--- config.mk ---
export PLATFORM = sky130hd
export DESIGN_NAME = fetch_ctrl
export DESIGN_NICKNAME = d
export VERILOG_FILES = /design/src/rtl/fetch_ctrl.sv
export SDC_FILE = /design/constraint.sdc
export NUM_CORES = 1
export LEC_CHECK = 0
export CAP_MARGIN = 25
export CORE_ASPECT_RATIO = 0.8
export CORE_MARGIN = 2
export CORE_UTILIZATION = 45
export CTS_CLUSTER_SIZE = 8
export DETAILED_ROUTE_END_ITERATION = 6
export PLACE_DENSITY = 0.7
export SETUP_SLACK_MARGIN = 0.4
export SYNTH_ARGS = -nofsm -noshare
export SYNTH_HDL_FRONTEND = slang
export SYNTH_SLANG_ARGS = --single-unit
--- constraint.sdc ---
create_clock -name clk -period 5.7 [get_ports clk]
set_input_delay 1.14 -clock clk [delete_from_list [all_inputs] [get_ports clk]]
set_output_delay 1.14 -clock clk [all_outputs]
set_load 0.005 [all_outputs]
--- src/rtl/fetch_ctrl.sv ---
// Instruction fetch sequencer: owns the PC, runs a single-outstanding req/gnt/rsp
// fetch to imem, and feeds decode through an output register plus one-entry skid.
// Optional consumed-instruction counter enabled by defining FETCH_PERF_CNT_EN.
module fetch_ctrl #(
  parameter logic [31:0] RESET_PC = 32'h0000_0000,
  parameter logic [31:0] NOP_INST = 32'h0000_0013
) (
  input  logic        clk,
  input  logic        rst,
  output logic        imem_req_o,
  input  logic        imem_gnt_i,
  output logic [31:0] imem_addr_o,
  input  logic        imem_rsp_valid_i,
  input  logic [31:0] imem_rsp_data_i,
  input  logic        stall_i,
  input  logic        redirect_i,
  input  logic [31:0] redirect_pc_i,
  output logic        inst_valid_o,
  output logic [31:0] inst_o,
  output logic [31:0] pc_o,
  output logic [31:0] inst_cnt_o
);

  typedef enum logic [2:0] {
    IDLE  = 3'd0,
    REQ   = 3'd1,
    WAIT  = 3'd2,
    FULL  = 3'd3,
    DRAIN = 3'd4
  } state_t;

  state_t      state_q, state_d;
  logic [31:0] fetch_pc_q, fetch_pc_d;
  logic        out_valid_q, out_valid_d;
  logic [31:0] out_inst_q, out_inst_d;
  logic [31:0] out_pc_q, out_pc_d;
  logic [31:0] skid_inst_q, skid_inst_d;
  logic [31:0] skid_pc_q, skid_pc_d;
  logic        consume;

  assign consume = out_valid_q && !stall_i;

  // NOTE: every signal written here gets a default first, so no path can
  // leave it unassigned and infer a latch.
  always_comb begin
    state_d     = state_q;
    fetch_pc_d  = fetch_pc_q;
    out_valid_d = out_valid_q;
    out_inst_d  = out_inst_q;
    out_pc_d    = out_pc_q;
    skid_inst_d = skid_inst_q;
    skid_pc_d   = skid_pc_q;

    if (consume) begin
      out_valid_d = 1'b0;
      out_inst_d  = NOP_INST;
    end

    if (redirect_i) begin
      // A granted-but-unanswered request must have its response drained.
      fetch_pc_d  = redirect_pc_i & ~32'h3;
      out_valid_d = 1'b0;
      out_inst_d  = NOP_INST;
      skid_inst_d = NOP_INST;
      skid_pc_d   = '0;
      unique case (state_q)
        WAIT:    state_d = imem_rsp_valid_i ? REQ : DRAIN;
        REQ:     state_d = imem_gnt_i ? DRAIN : REQ;
        DRAIN:   state_d = imem_rsp_valid_i ? REQ : DRAIN;
        default: state_d = REQ;
      endcase
    end else begin
      unique case (state_q)
        IDLE: state_d = REQ;
        REQ:  if (imem_gnt_i) state_d = WAIT;
        WAIT: begin
          if (imem_rsp_valid_i) begin
            fetch_pc_d = fetch_pc_q + 32'd4;
            if (!out_valid_q || consume) begin
              out_valid_d = 1'b1;
              out_inst_d  = imem_rsp_data_i;
              out_pc_d    = fetch_pc_q;
              state_d     = REQ;
            end else begin
              skid_inst_d = imem_rsp_data_i;
              skid_pc_d   = fetch_pc_q;
              state_d     = FULL;
            end
          end
        end
        FULL: begin
          if (consume) begin
            out_valid_d = 1'b1;
            out_inst_d  = skid_inst_q;
            out_pc_d    = skid_pc_q;
            state_d     = REQ;
          end
        end
        DRAIN:   if (imem_rsp_valid_i) state_d = REQ;
        default: state_d = IDLE;
      endcase
    end
  end

  // NOTE: state registers use non-blocking assignments so every flop samples
  // the pre-edge values of its inputs.
  always_ff @(posedge clk) begin
    if (rst) begin
      state_q     <= IDLE;
      fetch_pc_q  <= RESET_PC;
      out_valid_q <= 1'b0;
      out_inst_q  <= NOP_INST;
      out_pc_q    <= '0;
      skid_inst_q <= NOP_INST;
      skid_pc_q   <= '0;
    end else begin
      state_q     <= state_d;
      fetch_pc_q  <= fetch_pc_d;
      out_valid_q <= out_valid_d;
      out_inst_q  <= out_inst_d;
      out_pc_q    <= out_pc_d;
      skid_inst_q <= skid_inst_d;
      skid_pc_q   <= skid_pc_d;
    end
  end

  assign imem_req_o   = (state_q == REQ);
  assign imem_addr_o  = fetch_pc_q;
  assign inst_valid_o = out_valid_q;
  assign inst_o       = out_valid_q ? out_inst_q : NOP_INST;
  assign pc_o         = out_pc_q;

`ifdef FETCH_PERF_CNT_EN
  logic [31:0] inst_cnt_q;

  // Squashed instructions are not counted even if decode took them.
  always_ff @(posedge clk) begin
    if (rst)                       inst_cnt_q <= '0;
    else if (consume && !redirect_i) inst_cnt_q <= inst_cnt_q + 32'd1;
  end

  assign inst_cnt_o = inst_cnt_q;
`else
  assign inst_cnt_o = '0;
`endif

endmodule

==> results.cfg, run 1 <==
[synthesis]
synthDistinctLibCells = 57
yosys_register_bits = 158
synth_top_family_by_area = simple AND/OR/NAND/NOR gates
synth-xor-area-share_pct = 1.00
post_synth_instance_area_um2 = 7870
synth_compound_gate_area_share_pct = 20.9
synth_most_common_cell = sky130_fd_sc_hd__nand2_1
post_synth_and_or_nand_nor_area_fraction_pct = 29.1
post_synth_mux_area_share_pct = 0
synth_area_leaders = sky130_fd_sc_hd__dfxtp_1 (40%), sky130_fd_sc_hd__nand2_1 (11%), sky130_fd_sc_hd__a21oi_1 (4.5%)
yosys.area.top_type_share_pct = 40.2
synth-adder-area-share_pct = 0.159
post-synth-top-area-cell = sky130_fd_sc_hd__dfxtp_1
synth_seq_area_share_pct = 40.2
yosys_most_used_dff = sky130_fd_sc_hd__dfxtp_1
synthesized_instance_count = 1042
edff_count_synth = 0
postSynth.asyncResetShare_pct = 0
synth_common_cells = sky130_fd_sc_hd__nand2_1 (234), sky130_fd_sc_hd__dfxtp_1 (158), sky130_fd_sc_hd__clkbuf_1 (83)
synth.yosys.warnings = 0
synth_area_per_cell_um2 = 7.55

[pwr]
combinationalPowerShare_pct = 10.0
share_seq_of_total_power_pct = 45.8
power.density_cell_area_nw_per_um2 = 256
power_switching_mw = 0.700
leakage_nw = 3.41
power.share.clock_pct = 44.2
p_int_mw = 1.87
power.ir.vdd_worst_mv = 0.173
finalPower_mw = 2.57
swShare_pct = 27.2

[detailed_routing]
dr_pass1_iterations = 5
detail-route-antenna-nets = 0
dr.first_iter.drc_count = 639
vias = 7731
wl_cell_um = 16.9
drc_viols = 0
routed_wl_um = 23300
drt-vias-per-instance = 5.59

[clocking]
postCtsHoldBufs = 0
numCtsBuffers = 17
clk-insertion-delay-late_ns = 0.43
cts_setup_buffers = 0
post_cts_resized = 0
clkTransAtPathRegs_ns = 0.07
clock_sink_count = 158
cts-root-buf = sky130_fd_sc_hd__clkbuf_16
cts_max_level = 4
clock_tree.buffer_depth = 2
tritoncts = built

[sta]
setup-tns-final_ns = 0
layout_worst_path_cycle_share_pct = 57.1
holdWs_ns = 0.454
finClkSkew_ns = 0.00742
hold_viol_final = 0
fmaxAchievable_ghz = 0.307
period_minus_ws_final_ns = 3.25
relSlewSlack_pct = 32.9
timing_max_transition_violations_final = 0
worstMarginPinSlew_ns = 0.997
setup_viol = 0
rsz0062_at_grt = no

[cells_and_area]
final_layout_size_suffix_gt1_share_pct = 5.61
antenna_cells = 0
fillerInstances = 1654
area_growth_syn_to_layout_pct = 27.6
final_core_util_pct = 58.3
post_layout_net_count = 1216

[floorplanning]
height_of_the_chip_um = 122
die_area_um2 = 18600
initial_utilization_pct = 45.7
die_width_um = 152
pin_count = 200
rows = 43
core_area_um2 = 17200

[global_routing]
grt_start_max_net_pins = 65
global_route_wire_length_before_repair_um = 37100
number_of_global_route_vias_before_repair = 6957
global_route.usage.total_pct = 24.5
antenna_violations_before_repair = 0
grt_overflow = 0

[critical_path]
path_class = in2reg
reg2reg_slack_ns = 2.88
critical-path-slowest-cell = sky130_fd_sc_hd__and3_2
crit_chain = clkdlybuf4s50_1, and4bb_2, and3_2, buf_4, nand2_1, a21oi_1
critical_path.endpoint_type = flop
number_of_buffer_and_inverter_stages_on_the_critical_path = 2
path_delay_family = simple AND/OR/NAND/NOR gates
max_stage_delay_ns = 0.71
timing.critical_path.required_ns = 6.06
timing.critical_path.arrival_ns = 3.61
critPathMaxFanout = 32
setup.worst_path.start_class = primary input

[placed_design]
placement.io_buffers = 161
dp_hpwl_um = 14800
place.gp.congestion = 0.852

[run_status]
run_status = finished clean

[flow_run]
maxCapViolCount = 0

[hold_path]
hold_path.class = reg2reg
[layer usage]
| layer | global-route usage, % | wire [um] | vias up | part of all wire [%] |
|---|---|---|---|---|
| met5 | 0 | 0 | - | 0 |
| met2 | 37.5 | 10200 | 282 | 44 |
| met4 | 8.88 | 539 | 0 | 2.3 |
| li1 | - | - | 3784 | - |
| met1 | 34.6 | 11100 | 3626 | 48 |
| met3 | 4.84 | 1500 | 39 | 6.4 |
[worst reg2reg max path, stage by stage (launching register included)]
cell,delay (ns)
sky130_fd_sc_hd__dfxtp_2,0.53
sky130_fd_sc_hd__buf_4,0.38
sky130_fd_sc_hd__nand4bb_1,0.57
sky130_fd_sc_hd__nor4_1,0.72
sky130_fd_sc_hd__a211oi_1,0.16
sky130_fd_sc_hd__a2111oi_0,0.35
[final cells by class]
type	instances	area [um2]	share of cell area (%)
repair buffers	179	1770	17.6
multi-input cells	778	4200	41.9
well taps	225	282	2.81
clock buffers	17	425	4.24
clock inverters	15	153	1.52
inverters	11	41.3	0.411
flip-flops and latches	158	3160	31.5
[logic make-up (layout without fill, tap and decap cells)]
group / Yosys count / count (layout)
AOI/OAI and AO/OA: 243 / 243
xor gates and xnor gates: 9 / 9
adders and majority gates: 1 / 1
buffers and inverters: 141 / 222
DFF: 158 / 158
other: 1 / 36
and+or+nand+nor: 489 / 489
[power by group through the flow]
stage / combinational [mW] / clock [mW] / sequential (mW)
2_1_floorplan: 0.155 / 0 / 1.18
3_3_place_gp: 0.249 / 0 / 1.20
3_5_place_dp: 0.253 / 0 / 1.20
4_1_cts: 0.254 / 1.15 / 1.18
5_1_grt: 0.280 / 1.20 / 1.18
6_report: 0.257 / 1.14 / 1.18
[per-stage QoR]
step                      cell area [um2]  std cells  setup slack, ns
final                               10000       1383             2.45
after global routing                10000       1383             2.27
after CTS                           10000       1382             2.46
after detailed placement             9440       1350             2.01
after global placement               9410       1348             2.05
after floorplan                      8000       1077             3.28
[state kept, by name, indices dropped and copies added (netlist names)]
signal	flops
out_inst_q	32
skid_inst_q	32
imem_addr_o	30
pc_o	30
skid_pc_q	30
state_q	3
inst_valid_o	1
[cell usage in the layout, fill, tap and decap left out, drive strengths merged, types with 2 or more instances in the layout]
cell type / n
nor4b: 2
or4: 3
nand3b: 2
nor4: 12
a21o: 2
xor2: 5
a221o: 3
o21ai: 37
a311oi: 38
clkinvlp: 4
dfxtp: 158
a21oi: 70
a22oi: 2
nor2b: 3
buf: 19
clkinv: 3
and3: 30
o21a: 2
a32oi: 4
nor3: 6
nand2b: 7
xnor2: 4
nand2: 234
a211o: 5
clkdlybuf4s50: 160
inv: 18
and2: 31
nand3: 55
clkbuf: 17
o211ai: 28
a211oi: 11
nor3b: 3
or3: 5
nand4: 10
and4: 7
conb: 36
a21boi: 27
a2111oi: 7
nor2: 73
[final timing paths]
| path | start | to | cells after the start |
|---|---|---|---|
| setup reg to reg | state_q[0] | imem_addr_o[23] | 5 |
| hold / removal | skid_inst_q[9] | skid_inst_q[9] | 2 |
| hold reg to reg | skid_inst_q[9] | skid_inst_q[9] | 2 |
| setup / recovery | imem_rsp_valid_i | skid_inst_q[7] | 6 |
Note: power is estimated with default switching activity, not from simulation.
==> run 2, diff against run 1 <==
==> constraint.sdc (replaced) <==
create_clock -name clk -period 3.3 [get_ports clk]
set_input_delay 0.66 -clock clk [delete_from_list [all_inputs] [get_ports clk]]
set_output_delay 0.66 -clock clk [all_outputs]
set_load 0.005 [all_outputs]
==> run 2 against run 1 <==
  * Sequential share of layout area is 0.17 points lower
  * Via count down 0.32%
  * Register-to-register slack got worse by 2.0 ns
  * Sequential power up 72%
  * Clock power grew 70%
  * Cell area rose by 0.55%
  * Cell count rose by 0.72%
  * Core utilization is 0.32 points higher
  * Combinational power rose by 75%
  * Wire length is 0.76% lower
  * Clock-buffer cell count is the same
  * Critical path type is now reg2out
  * Critical endpoint is now inst_o[3]
==> results.cfg, run 2 (synthesized netlist as in run 1, its figures left out) <==
[detailed_routing]
detail-route-antenna-nets = 0
drc_viols = 0
drt-vias-per-instance = 5.53
routed_wl_um = 23100
dr_pass1_iterations = 5
wl_cell_um = 16.6
vias = 7706
dr.first_iter.drc_count = 679

[pwr]
leakage_nw = 3.45
finalPower_mw = 4.42
p_int_mw = 3.23
power.density_cell_area_nw_per_um2 = 438
power.ir.vdd_worst_mv = 0.304
combinationalPowerShare_pct = 10.2
swShare_pct = 26.8
power_switching_mw = 1.19
share_seq_of_total_power_pct = 45.9
power.share.clock_pct = 44.0

[cells_and_area]
post_layout_net_count = 1225
layout_top_registers = out_inst_q: 32 flops, skid_inst_q: 32 flops
final_layout_size_suffix_gt1_share_pct = 6.34
most-common-layout-cells = sky130_fd_sc_hd__nand2_1 (234), sky130_fd_sc_hd__clkdlybuf4s50_1 (160), sky130_fd_sc_hd__dfxtp_1 (157)
fillerInstances = 1619
area_growth_syn_to_layout_pct = 28.3
final_area_um2 = 10100
layout.cells.non_filler = 1393
multi_input_comb_area_um2 = 4200
regArea_um2 = 3160
mostFrequentLayoutCell = sky130_fd_sc_hd__nand2_1

[critical_path]
timing.critical_path.required_ns = 2.64
path_class = reg2out
setup.worst_path.start_class = flop
critical_path.endpoint_type = primary output
timing.critical_path.arrival_ns = 2.05
critPathMaxFanout = 33

[clocking]
cts_max_level = 4
cts-root-buf = sky130_fd_sc_hd__clkbuf_16
cts_setup_buffers = 0
clock_tree.buffer_depth = 2
tritoncts = built
numCtsBuffers = 17
clock_sink_count = 158
clkTransAtPathRegs_ns = 0.07
post_cts_resized = 0
clk-insertion-delay-late_ns = 0.43
postCtsHoldBufs = 0

[sta]
period_minus_ws_final_ns = 2.71
setup-tns-final_ns = 0
hold_viol_final = 0
layout_worst_path_cycle_share_pct = 82.0
rsz0062_at_grt = no
fmaxAchievable_ghz = 0.369
holdWs_ns = 0.453
setup_viol = 0
finClkSkew_ns = 0.00994
timing_max_transition_violations_final = 0
relSlewSlack_pct = 36.5
worstMarginPinSlew_ns = 0.944

[floorplanning]
pin_count = 200
die_area_um2 = 18600
initial_utilization_pct = 45.7
core_area_um2 = 17200
height_of_the_chip_um = 122
die_width_um = 152
rows = 43

[placed_design]
dp_hpwl_um = 15200
cell_count_after_placement = 1360
place.gp.congestion = 0.876
placement.io_buffers = 161
placement.cell_area_um2 = 9510

[flow_run]
maxCapViolCount = 0

[run_status]
run_status = finished clean

[global_routing]
grt_overflow = 0
global_route_wire_length_before_repair_um = 36600
number_of_global_route_vias_before_repair = 6880
global_route.usage.total_pct = 24.3
grt_start_max_net_pins = 63
antenna_violations_before_repair = 1

[hold_path]
hold_path.class = reg2reg
run 2: stage by stage:
step / utilization [%] / setup slack, ns
floorplan: - / 1.29
global placement: 55.2 / 0.512
detailed placement: 55.2 / 0.489
CTS: 58.6 / 0.565
global route: 58.6 / 0.451
finish: 58.6 / 0.593
run 2: layer usage:
layer | GRT usage, % | vias up | share of wire [%]
met4 | 6.66 | 0 | 1.5
li1 | - | 3816 | -
met3 | 5.23 | 23 | 6.3
met5 | 0 | - | 0
met2 | 37.6 | 256 | 45
met1 | 34.6 | 3611 | 47
run 2: layout make-up:
class,count,share of cell area [%]
Clock inverter,15,1.51
Tap cell,225,2.79
Antenna cell,1,0.0248
Clock buffer,17,4.22
Sequential cell,158,31.4
Timing Repair Buffer,188,18.1
Multi-Input combinational cell,778,41.6
Inverter,11,0.409
run 2: final timing paths:
check | from | endpoint | slack (ns) | cells after the start
worst max register to register | state_q[0] | pc_o[5] | 0.85 | 6
worst min register to register | skid_inst_q[18] | skid_inst_q[18] | 0.45 | 2
worst max-delay path | inst_valid_o | inst_o[3] | 0.59 | 3
worst min-delay path | skid_inst_q[18] | skid_inst_q[18] | 0.45 | 2
run 2: power by group through the flow:
stage	clock [mW]	combinational [mW]	sequential, mW
floorplan	0	0.267	2.03
global placement	0	0.446	2.07
detailed placement	0	0.448	2.07
CTS	1.97	0.450	2.02
global route	2.05	0.495	2.03
finish	1.94	0.451	2.03
run 2: worst max-delay path, stage by stage (launching register included):
cell                              delay [ns]
sky130_fd_sc_hd__dfxtp_1                0.52
sky130_fd_sc_hd__buf_4                  0.39
sky130_fd_sc_hd__and2_1                 0.20
sky130_fd_sc_hd__clkdlybuf4s50_1        0.50
==> run 3, diff against run 2 <==
==> constraint.sdc (replaced) <==
create_clock -name clk -period 2.8 [get_ports clk]
set_input_delay 0.56 -clock clk [delete_from_list [all_inputs] [get_ports clk]]
set_output_delay 0.56 -clock clk [all_outputs]
set_load 0.005 [all_outputs]
==> run 3 against run 2 <==
  * Worst hold slack worse by 0.00071 ns
  * Clock skew down 0.0018 ns
  * Flip-flop and latch count unchanged
  * Critical path depth unchanged
  * Setup slack worse by 0.10 ns
  * Sequential power up 17%
  * Non-clock buffer count up 10
  * Global-route usage up 0.82 points
  * Via count up 3.2%
  * Wire length up 2.4%
  * Register-to-register slack worse by 0.35 ns
==> results.cfg, run 3 (synthesized netlist as in run 1, its figures left out) <==
[sta]
hold_viol_final = 0
finClkSkew_ns = 0.00812
rsz0062_at_grt = no
layout_worst_path_cycle_share_pct = 82.4
setup_slack_of_the_critical_path_after_layout_ns = 0.493
period_minus_ws_final_ns = 2.31
timing_max_transition_violations_final = 0
setup-tns-final_ns = 0
fmaxAchievable_ghz = 0.433
setup_viol = 0

[critical_path]
setup.worst_path.start_class = flop
worstSetupStartpoint = state_q[1]
timing.critical_path.arrival_ns = 1.75
timing.critical_path.required_ns = 2.24
critical_path.endpoint_type = primary output
critPathMaxFanout = 12
path_class = reg2out
regToRegStartpoint = imem_addr_o[12]

[detailed_routing]
routed_wl_um = 23700
dr.first_iter.drc_count = 664
drt-vias-per-instance = 5.67
dr_pass1_iterations = 5
drc_viols = 0
detail-route-antenna-nets = 0
wl_cell_um = 16.9
vias = 7951

[floorplanning]
die_width_um = 152
rows = 43
initial_utilization_pct = 45.7
pin_count = 200
height_of_the_chip_um = 122
die_area_um2 = 18600
core_area_um2 = 17200

[pwr]
power.density_cell_area_nw_per_um2 = 522
finalPower_mw = 5.37
power.ir.vdd_worst_mv = 0.386
leakage_nw = 3.55

[cells_and_area]
fillerInstances = 1537
area_growth_syn_to_layout_pct = 30.7
final_core_util_pct = 59.7
post_layout_net_count = 1235
mostFrequentLayoutCell = sky130_fd_sc_hd__nand2_1
final_area_um2 = 10300
antenna_cells = 0
most-common-layout-cells = sky130_fd_sc_hd__nand2_1 (234), sky130_fd_sc_hd__clkdlybuf4s50_1 (160), sky130_fd_sc_hd__dfxtp_1 (156)
layout_top_registers = out_inst_q: 32 flops, skid_inst_q: 32 flops
final_layout_size_suffix_gt1_share_pct = 7.14

[global_routing]
number_of_global_route_vias_before_repair = 7203
grt_start_max_net_pins = 63
global_route_wire_length_before_repair_um = 37800
antenna_violations_before_repair = 0
grt_overflow = 0
global_route.usage.total_pct = 25.2

[placed_design]
dp_hpwl_um = 15500
preCtsSetupSlack_ns = 0.264
placement.io_buffers = 161
place.gp.congestion = 0.921
placement.cell_area_um2 = 9660

[clocking]
tritoncts = built
clock_sink_count = 158
postCtsHoldBufs = 0
clkTransAtPathRegs_ns = 0.06
clk-insertion-delay-late_ns = 0.43
clock_tree.buffer_depth = 2
numCtsBuffers = 17
cts-root-buf = sky130_fd_sc_hd__clkbuf_16
cts_max_level = 4

[hold_path]
hold_path.startpoint = skid_inst_q[7]
hold_path.class = reg2reg

[run_status]
run_status = finished clean

[flow_run]
maxCapViolCount = 0
## run 3: cell count changes in the layout (fill, tap and decap cells not counted), sizes merged
cell,previous run,this run
buf,28,38
bufinv,1,3
clkbuf,17,20
clkinv,5,6
diode,1,0
inv,17,11
## run 3: timing repair
item                                    in CTS  in global routing
resized for setup                            1                  1
endpoints found under the setup margin      23                  7
buffers inserted                             0                  0
pin swaps                                    0                  0
## run 3: final timing paths
kind	to	slack, ns	cells after the start
worst min-delay path	skid_inst_q[7]	0.45	2
worst min register to register	skid_inst_q[7]	0.45	2
worst max-delay path	imem_req_o	0.49	3
worst max register to register	imem_addr_o[27]	0.50	4
## run 3: per-stage QoR
| stage | instances | hold slack, ns |
|---|---|---|
| 3_5_place_dp | 1370 | 0.445 |
| 6_report | 1402 | 0.452 |
| 3_3_place_gp | 1370 | 0.439 |
| 5_1_grt | 1402 | 0.471 |
| 4_1_cts | 1402 | 0.454 |
| 2_1_floorplan | 1077 | 0.434 |
## run 3: routing by layer
layer / global-route usage (%) / up-vias / part of all wire (%)
met1: 35.8 / 3775 / 47
li1: - / 3821 / -
met2: 38.0 / 315 / 44
met3: 4.66 / 40 / 6.6
met5: 0 / - / 0
met4: 9.81 / 0 / 2.2
## run 3: where the power goes
| group | total [mW] | internal [mW] | leakage [nW] | switching, mW |
|---|---|---|---|---|
| clock network | 2.43 | 1.46 | 0.293 | 0.969 |
| registers | 2.37 | 2.30 | 1.28 | 0.0782 |
| logic | 0.566 | 0.273 | 1.97 | 0.293 |
| total | 5.37 | 4.02 | 3.55 | 1.34 |
## run 3: area by class of cell
class	count	area, um2	share of cell area [%]
clock inverter	12	161	1.57
multi-input combinational	778	4200	40.9
timing repair buffer	198	1970	19.2
tap	225	282	2.74
clock buffer	20	457	4.44
inverter	11	41.3	0.402
sequential	158	3170	30.8
## run 3: critical path, cell delays in order (launching register included)
cell	delay (ns)
sky130_fd_sc_hd__dfxtp_1	0.41
sky130_fd_sc_hd__nand2b_1	0.20
sky130_fd_sc_hd__nor2_1	0.14
sky130_fd_sc_hd__clkdlybuf4s50_1	0.56
